==> src/rtl/instr_fetch_stage.sv <==
// ============================================================================
// instr_fetch_stage
// ----------------------------------------------------------------------------
// Instruction fetch stage of the RISC-V core. Owns the program counter, issues
// one word read at a time to instruction memory (at most one outstanding
// request), and buffers the returned instruction toward decode. Taken-branch
// redirects from execute retarget the PC and discard any fetch they make
// stale, whether it is still in flight or already buffered.
//
// Ports:
//   clk          in   1   single clock, rising edge
//   rst          in   1   asynchronous, active-high reset
//   imem_req     out  1   read request (accepted by memory the same cycle)
//   imem_addr    out  32  word address of the request (current pc)
//   imem_rvalid  in   1   read response valid
//   imem_rdata   in   32  instruction word returned by memory
//   redirect     in   1   taken branch from execute
//   redirect_pc  in   32  branch target (bits [1:0] ignored)
//   id_valid     out  1   buffered instruction available to decode
//   id_ready     in   1   decode accepts the instruction this cycle
//   id_instr     out  32  buffered instruction
//   id_pc        out  32  pc of id_instr
//   id_opcode    out  7   id_instr[6:0], feeds the main control unit
// ============================================================================
module instr_fetch_stage #(
    parameter logic [31:0] RESET_PC = 32'h0000_0000
) (
    input  logic        clk,
    input  logic        rst,
    output logic        imem_req,
    output logic [31:0] imem_addr,
    input  logic        imem_rvalid,
    input  logic [31:0] imem_rdata,
    input  logic        redirect,
    input  logic [31:0] redirect_pc,
    output logic        id_valid,
    input  logic        id_ready,
    output logic [31:0] id_instr,
    output logic [31:0] id_pc,
    output logic [6:0]  id_opcode
);

    // S_REQ  : issue a request for pc
    // S_WAIT : request in flight, waiting for the response
    // S_HOLD : instruction buffered, waiting for decode to take it
    // S_DROP : request in flight but made stale by a redirect; swallow it
    typedef enum logic [1:0] {
        S_REQ  = 2'd0,
        S_WAIT = 2'd1,
        S_HOLD = 2'd2,
        S_DROP = 2'd3
    } state_t;

    localparam logic [31:0] NOP_INSTR = 32'h0000_0013;

    state_t      state, state_nxt;
    logic [31:0] pc, pc_nxt;
    logic [31:0] id_instr_nxt;
    logic [31:0] id_pc_nxt;
    logic        id_valid_nxt;
    logic [31:0] target_pc;

    // Branch targets are forced to word alignment so pc[1:0] stays 00.
    assign target_pc = {redirect_pc[31:2], 2'b00};

    // A redirect in S_REQ suppresses the request so the stale pc is never read.
    assign imem_req  = (state == S_REQ) && !redirect;
    assign imem_addr = pc;
    assign id_opcode = id_instr[6:0];

    // State and datapath registers. Reset is asynchronous so the stage drops
    // back to RESET_PC the moment rst rises, without waiting for a clock.
    always_ff @(posedge clk or posedge rst) begin
        if (rst) begin
            state    <= S_REQ;
            pc       <= {RESET_PC[31:2], 2'b00};
            id_instr <= NOP_INSTR;
            id_pc    <= 32'h0000_0000;
            id_valid <= 1'b0;
        end else begin
            state    <= state_nxt;
            pc       <= pc_nxt;
            id_instr <= id_instr_nxt;
            id_pc    <= id_pc_nxt;
            id_valid <= id_valid_nxt;
        end
    end

    // Next-state and next-register logic. Every register holds by default;
    // each state only overrides what it actually changes. Responses arriving
    // in S_REQ or S_HOLD cannot belong to a live request and are ignored.
    always_comb begin
        state_nxt    = state;
        pc_nxt       = pc;
        id_instr_nxt = id_instr;
        id_pc_nxt    = id_pc;
        id_valid_nxt = id_valid;

        unique case (state)
            S_REQ: begin
                if (redirect) begin
                    pc_nxt = target_pc;
                end else begin
                    state_nxt = S_WAIT;
                end
            end

            S_WAIT: begin
                if (redirect) begin
                    // With the response already here it can be dropped on the
                    // spot; otherwise it must be swallowed later in S_DROP.
                    pc_nxt    = target_pc;
                    state_nxt = imem_rvalid ? S_REQ : S_DROP;
                end else if (imem_rvalid) begin
                    id_instr_nxt = imem_rdata;
                    id_pc_nxt    = pc;
                    id_valid_nxt = 1'b1;
                    pc_nxt       = pc + 32'd4;
                    state_nxt    = S_HOLD;
                end
            end

            S_HOLD: begin
                // A same-cycle handshake with decode is flushed downstream by
                // the same redirect, so redirect takes priority over id_ready.
                if (redirect) begin
                    id_valid_nxt = 1'b0;
                    pc_nxt       = target_pc;
                    state_nxt    = S_REQ;
                end else if (id_ready) begin
                    id_valid_nxt = 1'b0;
                    state_nxt    = S_REQ;
                end
            end

            S_DROP: begin
                if (redirect) begin
                    pc_nxt = target_pc;
                end
                if (imem_rvalid) begin
                    state_nxt = S_REQ;
                end
            end

            default: begin
                state_nxt = S_REQ;
            end
        endcase
    end

endmodule

==> config.mk <==
export PLATFORM = sky130hd
export DESIGN_NAME = instr_fetch_stage
export DESIGN_NICKNAME = d
export VERILOG_FILES = /design/src/rtl/instr_fetch_stage.sv
export SDC_FILE = /design/constraint.sdc
export NUM_CORES = 1
export LEC_CHECK = 0
export BUFFER_PORTS_ARGS = -buffer_cell sky130_fd_sc_hd__buf_2
export CAP_MARGIN = 10
export CORE_AREA = 3 3 97 168
export DETAILED_ROUTE_END_ITERATION = 8
export DIE_AREA = 0 0 100 171
export HOLD_SLACK_MARGIN = 0.06
export PLACE_DENSITY_LB_ADDON = 0.2
export SKIP_CTS_REPAIR_TIMING = 1
export SLEW_MARGIN = 5
export SYNTH_ARGS = -nofsm -noshare
export SYNTH_HDL_FRONTEND = slang
export SYNTH_SLANG_ARGS = --single-unit
export TNS_END_PERCENT = 20
==> constraint.sdc <==
create_clock -name clk -period 7.7 [get_ports clk]
set_clock_uncertainty 0.05 [all_clocks]
set_input_delay 0.77 -clock clk [delete_from_list [all_inputs] [get_ports clk]]
set_output_delay 0.77 -clock clk [all_outputs]
set_load 0.01 [all_outputs]
; ---- Yosys cells after proc, flatten, opt, wreduce, memory -nomap -nowiden
; Index checks and enable logic that the tools add are counted.
[word_totals]
ff_bits = 99
[op_classes]
addsub = 1
eq_ne = 10
mux = 17
n_bitwise = 1
n_reduce_logical = 9
[op_table]
columns = cell, count
row1 = $mux W32, 3
row2 = $pmux W32 S2, 1
row3 = $add A32 B3 Y32 const B, 1
row4 = $mux W2, 7
row5 = $ne A2 B2 Y1 const B, 4
row6 = $pmux W2 S4, 1
row7 = $reduce_and A4 Y1, 2
row8 = $ne A3 B3 Y1 const B, 2
row9 = $eq A2 B2 Y1 const B, 2
row10 = $mux W1, 4
row11 = $reduce_and A3 Y1, 1
row12 = $reduce_or A3 Y1, 1
row13 = $eq A2 B1 Y1 const B, 1
row14 = $logic_not A2 Y1, 1
row15 = $ne A2 B1 Y1 const B, 1
row16 = $pmux W1 S2, 1
row17 = $reduce_and A2 Y1, 1
row18 = $reduce_bool A2 Y1, 1
row19 = $logic_and A1 B1 Y1, 1
row20 = $logic_not A1 Y1, 1
row21 = $not A1 Y1, 1

; ---- Longest topological paths before layout
; Gate-level depths: netlist of the first run.
[logic_depth]
word_depth = 4
ltp_mapped = 6
mapped_depth_nobuf = 5

; ---- Worst setup path after synthesis of the first run
; OpenSTA, ideal clock, no wires.
[synth_timing]
kind = reg2reg
start = reg pc[2] (netlist: imem_addr[2])
end = reg pc[24] (netlist: imem_addr[24])
setup_ps = 82
arrival_ps = 2048
required_ps = 7568
slack_ps = 5520
path_stages_with_launch = 7
n_path_buf = 1
path_cell_list = dfrtp_1 ha_1 nand3_2 or4_1 clkbuf_2 or4_1 a31oi_1
[synth_via]
elab_chain_cells = 4
[synth_rtl]
columns = element, line
row1 = start: declaration, 57  ; logic [31:0] pc, pc_nxt;
row2 = start signal: assignment, 76  ; pc <= {RESET_PC[31:2], 2'b00};
row3 = start signal: assignment, 82  ; pc <= pc_nxt;
row4 = $add A32 B3 Y32, 118  ; pc_nxt = pc + 32'd4;
row5 = $mux W32, 114  ; end else if (imem_rvalid) begin
row6 = $mux W32, 109  ; if (redirect) begin
row7 = $pmux W32 S2, 99  ; unique case (state)
; No other way between the ends. The select of a mux whose other input is x is not followed.
; A chain may end at the register's enable or synchronous reset.

; ---- Worst setup path after layout of the first run
[layout_timing]
start = in redirect
end = reg pc[15] (netlist: imem_addr[15])
[layout_via]
elab_chain_cells = 2
[layout_rtl]
columns = element, line
row1 = start: declaration, 34  ; input logic redirect,
row2 = "$mux W32, or another cell as far along", 109
row3 = $pmux W32 S2 / $reduce_and A2 Y1 (equally long branches), -
; Several ways; a longest one is shown, not always the timed one.

==> results of run 1 <==
## stage by stage
stage	util (%)	cells	hold slack (ns)
after global routing	38.13	854	0.4194
after CTS	38.13	854	0.3971
after detailed placement	36.13	838	0.4047
after floorplan	-	520	0.4207
final	38.13	854	0.3920
after global placement	36.13	838	0.4014
## worst max-delay path: cells and delay by family
kind	cells	cell delay [ns]
AO/OA/AOI/OAI	2	0.30
buffers and inverters	4	1.88
AND/OR/NAND/NOR	1	0.51
## cells in the final DEF, fill, tap and decap left out, drive strengths merged, types with 8 or more instances in the layout
cell	instances
nor2	19
nor3	14
dfrtp	92
inv	10
o21ai	19
nand3	14
clkbuf	11
nor4	8
nand4	16
nand2	203
buf	173
## registers in the layout (all words and copies together), names as in the netlist
name	cells
state	2
id_pc	30
id_instr	32
imem_addr	30
id_valid	1
## cell type report
class,count,area (sq um)
timing repair buffer,173,880.8
fill,1595,9271
clock buffer,11,242.7
clock inverter,5,57.56
tap,183,229.0
sequential,95,2381
inverter,11,43.79
multi-input combinational,376,1879
## cells by family after synthesis
logic type	count (synthesis)	share of synthesized area, %
other	1	0.08407
adders and majority gates	1	0.2805
AOI/OAI and AO/OA	62	9.257
xor gates and xnor gates	6	1.178
DFF	95	53.38
muxes	3	0.6732
and+or+nand+nor	300	30.01
buffers and inverters	49	5.133
## routing by layer
metal	vias up	share of wire (%)	GRT usage, %
li1	2032	-	-
met1	1964	40	18.73
met2	162	51	30.74
met3	24	6.0	2.938
met4	0	3.0	7.273
met5	-	0	0
## power groups by stage
stage                     registers [W]  clock network, W  logic [W]
after global routing           0.000842          0.000493   0.000678
after CTS                      0.000816          0.000472   0.000616
final                          0.000813          0.000456   0.000601
after global placement         0.000817                 0   0.000604
after detailed placement       0.000825                 0   0.000613
after floorplan                0.000894                 0   0.000261
## final timing paths
check,start,depth (start not counted),slack (ns),endpoint
worst max-delay path,redirect,7,4.39,imem_addr[15]
worst min-delay path,rst,2,0.39,id_instr[18]
worst max register to register,imem_addr[5],4,4.95,imem_addr[31]
worst min register to register,id_instr[4],2,0.42,id_instr[4]
max in group asynchronous,rst,3,6.02,id_pc[10]
min in group clk,id_instr[4],2,0.42,id_instr[4]
==> impl_metrics.toml, run 1 <==
[synth]
ys_async_sr_fraction_pct = 100.0
ys_types = 54
yosysWarnings = 0
synth_ff_type = "dfrtp_1"
synthesis.area_sq_um = 4461
yosysTopAreaCellShare_pct = 51.61
synth_area_per_cell_sq_um = 8.628
synth_most_common_cell = "nand2_1"
seq_area_frac_synth_pct = 53.38
yosys.area.top_type = "dfrtp_1"
synth_common_cells = "nand2_1 (203), dfrtp_1 (92), nor2_1 (19), o21ai_0 (19), clkbuf_1 (17)"
ys_ff_latch = 95
postSynthCellCount = 517
synth_edf_count = 0
ys_top_cells_by_area = "dfrtp_1 (52%), nand2_1 (17%), o21ai_0 (2.1%)"

[sta]
tns_ns = 0
maxSlewViolCount = 0
hold_viol = 0
timing.final.crit_share_pct = 42.98
period_needed_ns = 3.309
timing.slew.headroom_pct = 23.98
worst_slew_pin_slew_ns = 1.130
rsz0062_at_grt = "false"
setup_violations = 0
clock.fmax_ghz = 0.3022
fin_ws_ns = 4.391

[pwr]
combinationalPowerShare_pct = 32.1
p_int_w = 0.001193
netSwitchingFraction_pct = 36.17
total_power_w = 0.001869
pwr-share-clk_pct = 24.4
seq_power_share_pct = 43.5
vdd_ir_drop_max_mv = 0.1200
power_leakage_nw = 2.924
power_density_nw_per_um2 = 327.1
switchingPower_w = 0.0006761

[clocking]
path_clk_slew_ns = 0.07
insertion_delay_ns = 0.34
cts.sinks = 95
clockBufferDepth = 2
cts_tree = "yes"
cts_htree_levels = 3
cts_buffers = 9
cts_root_buf = "clkbuf_16"

[finish]
final_nets = 736
drive_above_1_share_pct = 29.81
final_cell_area_sq_um = 5714
diodes = 0
syn_to_final_growth_pct = 28.11

[route]
wl_per_cell_microns = 16.72
drt-total-wl_mm = 14.28
vias_per_cell = 4.897
vias = 4182
drt_iter0_drc = 227
drc = 0
ant_nets = 0
first_pass_iters = 4

[die]
start_util_pct = 29.77
die_w_microns = 100
ioPinCount = 174
die_h_microns = 171
num_rows = 59
dieArea_sq_um = 17100
core_sq_um = 14990

[hold_path]
hold_path.class = "primary input to asynchronous set/reset pin"

[status]
status = "finished clean"

[grt]
antenna_found_initial = 0
grt_pass1_vias = 4348
grtUsageTotal_pct = 16.76
grt_max_degree = 62
grt_pass1_wl_mm = 22.65
grt_overflow_total = 0

[place]
portBuffers = 167
dp_hpwl_mm = 10.47
place_ws_ns = 3.986
placed_area_sq_um = 5414
gp_congestion = 0.8545

[critical_path]
crit_required_ns = 7.89
critPathCaptureType = "flip-flop"
cp_max_fo = 60
slowest_stage = "clkinv_1"
critPathKind = "primary input to flip-flop"
path_common_cell = "buf_4"
start_kind = "primary input"
critical_path.cell_chain = "buf_2 > buf_4 > clkinv_1 > nand2_2 > buf_4 > o32ai_1 > a31oi_1"
max_stage_delay_ns = 0.81
arrival_ns = 3.50

[flow_run]
maxCapViolations = 0
Power figures use the tool's default switching activity.
==> run 2: changes to the inputs <==
==> constraint.sdc (replaced) <==
create_clock -name clk -period 3 [get_ports clk]
set_clock_uncertainty 0.05 [all_clocks]
set_input_delay 0.3 -clock clk [delete_from_list [all_inputs] [get_ports clk]]
set_output_delay 0.3 -clock clk [all_outputs]
set_load 0.01 [all_outputs]
==> impl_metrics.toml, run 2 (synthesis gave the netlist of run 1 again) <==
[status]
status = "finished clean"

[route]
drt-total-wl_mm = 14.28
vias_per_cell = 4.858
ant_nets = 0
first_pass_iters = 4
vias = 4183
drt_iter0_drc = 240
drc = 0
wl_per_cell_microns = 16.58

[die]
die_h_microns = 171
dieArea_sq_um = 17100
die_w_microns = 100
start_util_pct = 29.77
num_rows = 59
ioPinCount = 174
core_sq_um = 14990

[critical_path]
r2r-end = "imem_addr[24]"
start_kind = "flip-flop"
critPathKind = "flip-flop to flip-flop"
ff2ff_setup_slack_ns = 0.65
cp_max_fo = 13
arrival_ns = 2.56
critPathCaptureType = "flip-flop"
crit_required_ns = 3.21
r2r-start = "imem_addr[5]"
rr_worst_depth = 4

[place]
gp_congestion = 0.8608
place_ws_ns = 0.6635
dp_hpwl_mm = 10.63
portBuffers = 167

[sta]
clock.fmax_ghz = 0.4249
hold_viol = 0
period_needed_ns = 2.354
rsz0062_at_grt = "false"
tns_ns = 0
timing.slew.headroom_pct = 44.55
timing.final.crit_share_pct = 78.46
worst_slew_pin_slew_ns = 0.8242
fin_ws_ns = 0.6463
hold_slack_ns = 0.09882
maxSlewViolCount = 0
setup_violations = 0

[hold_path]
hold_depth = 3
holdPathEnd = "id_instr[6]"
hold_path.class = "primary input to flip-flop"
min_from = "imem_rdata[6]"

[clocking]
cts_root_buf = "clkbuf_16"
insertion_delay_ns = 0.34
cts_htree_levels = 3
clockBufferDepth = 2
cts_buffers = 9
cts_tree = "yes"
path_clk_slew_ns = 0.07
cts.sinks = 95

[finish]
drive_above_1_share_pct = 30.38
final_nets = 743
top_register = "id_instr"
syn_to_final_growth_pct = 30.49
largest_reg_flops = 32
layout_commonest_cell = "nand2_1"
postLayoutCoreUtil_pct = 38.84
diodes = 0
fill_cells = 1560
final_cell_mix = "nand2_1 (202), buf_2 (167), dfrtp_1 (92)"

[pwr]
seq_power_share_pct = 42.8
p_int_w = 0.003143
power_density_nw_per_um2 = 837.8
pwr-share-clk_pct = 25.2
combinationalPowerShare_pct = 32.0
netSwitchingFraction_pct = 35.55
vdd_ir_drop_max_mv = 0.3158
switchingPower_w = 0.001733
power_leakage_nw = 2.970

[grt]
grt_pass1_wl_mm = 22.17
grt_max_degree = 52
antenna_found_initial = 0
grt_pass1_vias = 4193
grt_overflow_total = 0
grtUsageTotal_pct = 16.56

[flow_run]
maxCapViolations = 0
-- run 2: area by class of cell --
type	count	area, sq um	area share, %
clock inverters	6	85.08	1.462
repair buffers	180	973.4	16.72
clock buffers	10	229.0	3.934
inverters	11	43.79	0.7524
well taps	183	229.0	3.934
multi-input cells	376	1879	32.29
flip-flops and latches	95	2381	40.91
-- run 2: how the worst max path moves through the flow --
stage / slack [ns] / endpoint / from
after detailed placement: 0.66 / imem_addr[24] / imem_addr[5]
after CTS: 0.65 / imem_addr[24] / imem_addr[5]
after global placement: 0.68 / imem_addr[24] / imem_addr[5]
after floorplan: 0.18 / id_instr[10] / rst
final: 0.65 / imem_addr[24] / imem_addr[5]
after global routing: 0.55 / imem_addr[24] / imem_addr[5]
-- run 2: through the flow --
stage	instance area (sq um)	total power, W	cells
finish	5821	0.004876	861
floorplan	4472	0.002965	520
detailed placement	5497	0.003713	844
global placement	5497	0.003679	844
CTS	5811	0.004971	860
global route	5821	0.005246	861
-- run 2: metal layers --
layer | up-vias | GRT usage [%] | share of wire (%)
met5 | - | 0 | 0
met4 | 0 | 5.982 | 2.0
met3 | 17 | 2.897 | 5.9
met2 | 161 | 30.44 | 52
met1 | 1959 | 18.97 | 40
li1 | 2046 | - | -
-- run 2: power by group through the flow --
stage,Sequential (W),Clock [W],Combinational (W)
after floorplan,0.00229,0,0.000671
after global placement,0.00210,0,0.00158
after detailed placement,0.00212,0,0.00159
after CTS,0.00210,0.00128,0.00160
after global routing,0.00216,0.00132,0.00176
final,0.00209,0.00123,0.00156
-- run 2: critical path, stage by stage (launching register included) --
cell,delay (ns)
dfrtp_1,0.48
nand4_2,0.32
or4_1,0.75
or4_1,0.51
a31oi_1,0.17
==> run 3: changes to the inputs <==
--- a/config.mk
+++ b/config.mk
@@ -5,11 +5,12 @@
 export SDC_FILE = /design/constraint.sdc
 export NUM_CORES = 1
 export LEC_CHECK = 0
+export ABC_AREA = 1
 export BUFFER_PORTS_ARGS = -buffer_cell sky130_fd_sc_hd__buf_2
 export CAP_MARGIN = 10
-export CORE_AREA = 3 3 97 168
+export CORE_AREA = 3 3 100 174
 export DETAILED_ROUTE_END_ITERATION = 8
-export DIE_AREA = 0 0 100 171
+export DIE_AREA = 0 0 103 177
 export HOLD_SLACK_MARGIN = 0.06
 export PLACE_DENSITY_LB_ADDON = 0.2
 export SKIP_CTS_REPAIR_TIMING = 1
==> constraint.sdc (replaced) <==
create_clock -name clk -period 2.3 [get_ports clk]
set_clock_uncertainty 0.05 [all_clocks]
set_input_delay 0.23 -clock clk [delete_from_list [all_inputs] [get_ports clk]]
set_output_delay 0.23 -clock clk [all_outputs]
set_load 0.01 [all_outputs]
==> impl_metrics.toml, run 3 <==
[die]
dieArea_sq_um = 18230
die_h_microns = 177
num_rows = 61
ioPinCount = 174
die_w_microns = 103
core_sq_um = 16030
start_util_pct = 29.91

[clocking]
cts_htree_levels = 3
cts.sinks = 95
insertion_delay_ns = 0.34
path_clk_slew_ns = 0.07
cts_tree = "yes"
clockBufferDepth = 2
cts_root_buf = "clkbuf_16"
cts_buffers = 9

[pwr]
netSwitchingFraction_pct = 38.94
seq_power_share_pct = 39.6
power_leakage_nw = 3.378
vdd_ir_drop_max_mv = 0.4772
power_density_nw_per_um2 = 1126
pwr-share-clk_pct = 23.3
p_int_w = 0.004384
switchingPower_w = 0.002796
combinationalPowerShare_pct = 37.1
total_power_w = 0.007179

[sta]
hold_viol = 0
clock.fmax_ghz = 0.5423
timing.slew.headroom_pct = 60.95
setup_violations = 0
worst_slew_pin_slew_ns = 0.5846
maxSlewViolCount = 0
period_needed_ns = 1.844
tns_ns = 0
rsz0062_at_grt = "false"
hold_slack_ns = 0.03685
timing.final.crit_share_pct = 80.17

[synth]
synth_area_per_cell_sq_um = 7.433
synthMuxAreaShare_pct = 0
synth-compound-area-share_pct = 6.524
synth_edf_count = 0
yosysWarnings = 0
ys_top_cells_by_area = "dfrtp_1 (48%), nand2_1 (23%), nor2_1 (4.4%)"
ys_ff_latch = 95
synth_ff_type = "dfrtp_1"
synth-xor-area-share_pct = 0
synth_most_common_cell = "nand2_1"
postSynthCellCount = 645
synth-simple-area-share_pct = 35.44
synth_top_family_by_area = "simple AND/OR/NAND/NOR gates"
seq_area_frac_synth_pct = 49.66
synth_common_cells = "nand2_1 (289), dfrtp_1 (92), nor2_1 (56)"
synthesis.area_sq_um = 4795
synthAdderAreaFrac_pct = 0.2610
ys_async_sr_fraction_pct = 100.0
yosys.area.top_type = "dfrtp_1"
ys_types = 32
yosysTopAreaCellShare_pct = 48.02

[status]
status = "finished clean"

[place]
portBuffers = 167
dp_hpwl_mm = 11.67
gp_congestion = 0.9318

[grt]
grt_overflow_total = 0
antenna_found_initial = 0
grtUsageTotal_pct = 17.46
grt_pass1_vias = 4748
grt_max_degree = 75
grt_pass1_wl_mm = 24.63

[critical_path]
critPathCaptureType = "flip-flop"
critPathKind = "flip-flop to flip-flop"
arrival_ns = 2.08
start_kind = "flip-flop"
crit_required_ns = 2.53
cp_max_fo = 74

[finish]
largest_reg_flops = 32
final_nets = 901
fill_cells = 1748
layout_commonest_cell = "nand2_1"
diodes = 0
syn_to_final_growth_pct = 32.93
final_cell_mix = "nand2_1 (289), buf_2 (167), dfrtp_1 (92)"
drive_above_1_share_pct = 26.32
top_register = "id_instr"

[route]
vias = 4670
vias_per_cell = 4.556
drc = 0
wl_per_cell_microns = 15.29
drt_iter0_drc = 162
ant_nets = 0
drt-total-wl_mm = 15.68
routedLengthMet1_mm = 6.254
dr_wl_met2_mm = 8.606
wl_met3_microns = 627
routed.top_layer = "met4"
first_pass_iters = 4

[hold_path]
hold_path.class = "primary input to flip-flop"

[flow_run]
maxCapViolations = 0
[run 3: kinds of logic (layout without fill, tap and decap cells)]
kind of cell             count (synthesis)  count (layout)
AND/OR/NAND/NOR                        415             415
AO/OA/AOI/OAI                           60              60
adder cells (fa/ha/maj)                  1               1
other                                    1               4
buffers and inverters                   73             261
flip-flops                              95              95
[run 3: cell type report]
type | instances | area, sq um | share of cell area [%]
Clock buffer | 9 | 225.2 | 3.534
Clock inverter | 7 | 103.9 | 1.629
Inverter | 39 | 151.4 | 2.375
Multi-Input combinational cell | 480 | 2039 | 32.00
Sequential cell | 95 | 2381 | 37.36
Tap cell | 189 | 236.5 | 3.710
Timing Repair Buffer | 206 | 1236 | 19.40
[run 3: metal layers]
layer	vias up	global-route usage [%]
met5	-	0
met4	0	4.430
met3	9	2.998
met2	110	32.48
met1	2167	20.10
li1	2384	-
[run 3: path summary, 6_finish.rpt]
check                                from             to  slack [ns]  cells past startpoint
hold reg to reg              id_instr[19]   id_instr[19]        0.42                      2
setup reg to reg                 state[1]  imem_addr[25]        0.46                     10
hold / removal             imem_rdata[10]   id_instr[10]        0.04                      3
setup / recovery                 state[1]  imem_addr[25]        0.46                     10
max in group asynchronous             rst    id_instr[1]        0.98                      4
min in group asynchronous             rst   id_instr[21]        0.46                      3
[run 3: stage by stage]
stage          setup slack, ns  cells  instance area [sq um]  utilization [%]
2_1_floorplan           0.7820    648                   4810                -
3_3_place_gp            0.4930    981                   5764            35.96
3_5_place_dp            0.4729    981                   5764            35.96
4_1_cts                 0.4548    997                   6093            38.02
5_1_grt                 0.2952   1025                   6374            39.77
6_report                0.4561   1025                   6374            39.77
[run 3: critical path: stages (launching register included)]
cell and delay [ns]:
dfrtp_1 0.38, inv_1 0.10, nand2_2 0.08, inv_2 0.07
nand2_2 0.12, nor2_4 0.32, clkinv_2 0.14, buf_12 0.21
nand2_1 0.12, nand2_1 0.06, nand2_1 0.06
[run 3: power by group through the flow]
stage                     Clock, W  Sequential, W  Combinational [W]
after floorplan                  0        0.00314            0.00129
after global placement           0        0.00286            0.00266
after detailed placement         0        0.00288            0.00268
after CTS                  0.00173        0.00285            0.00269
after global routing       0.00180        0.00295            0.00304
final                      0.00167        0.00284            0.00266
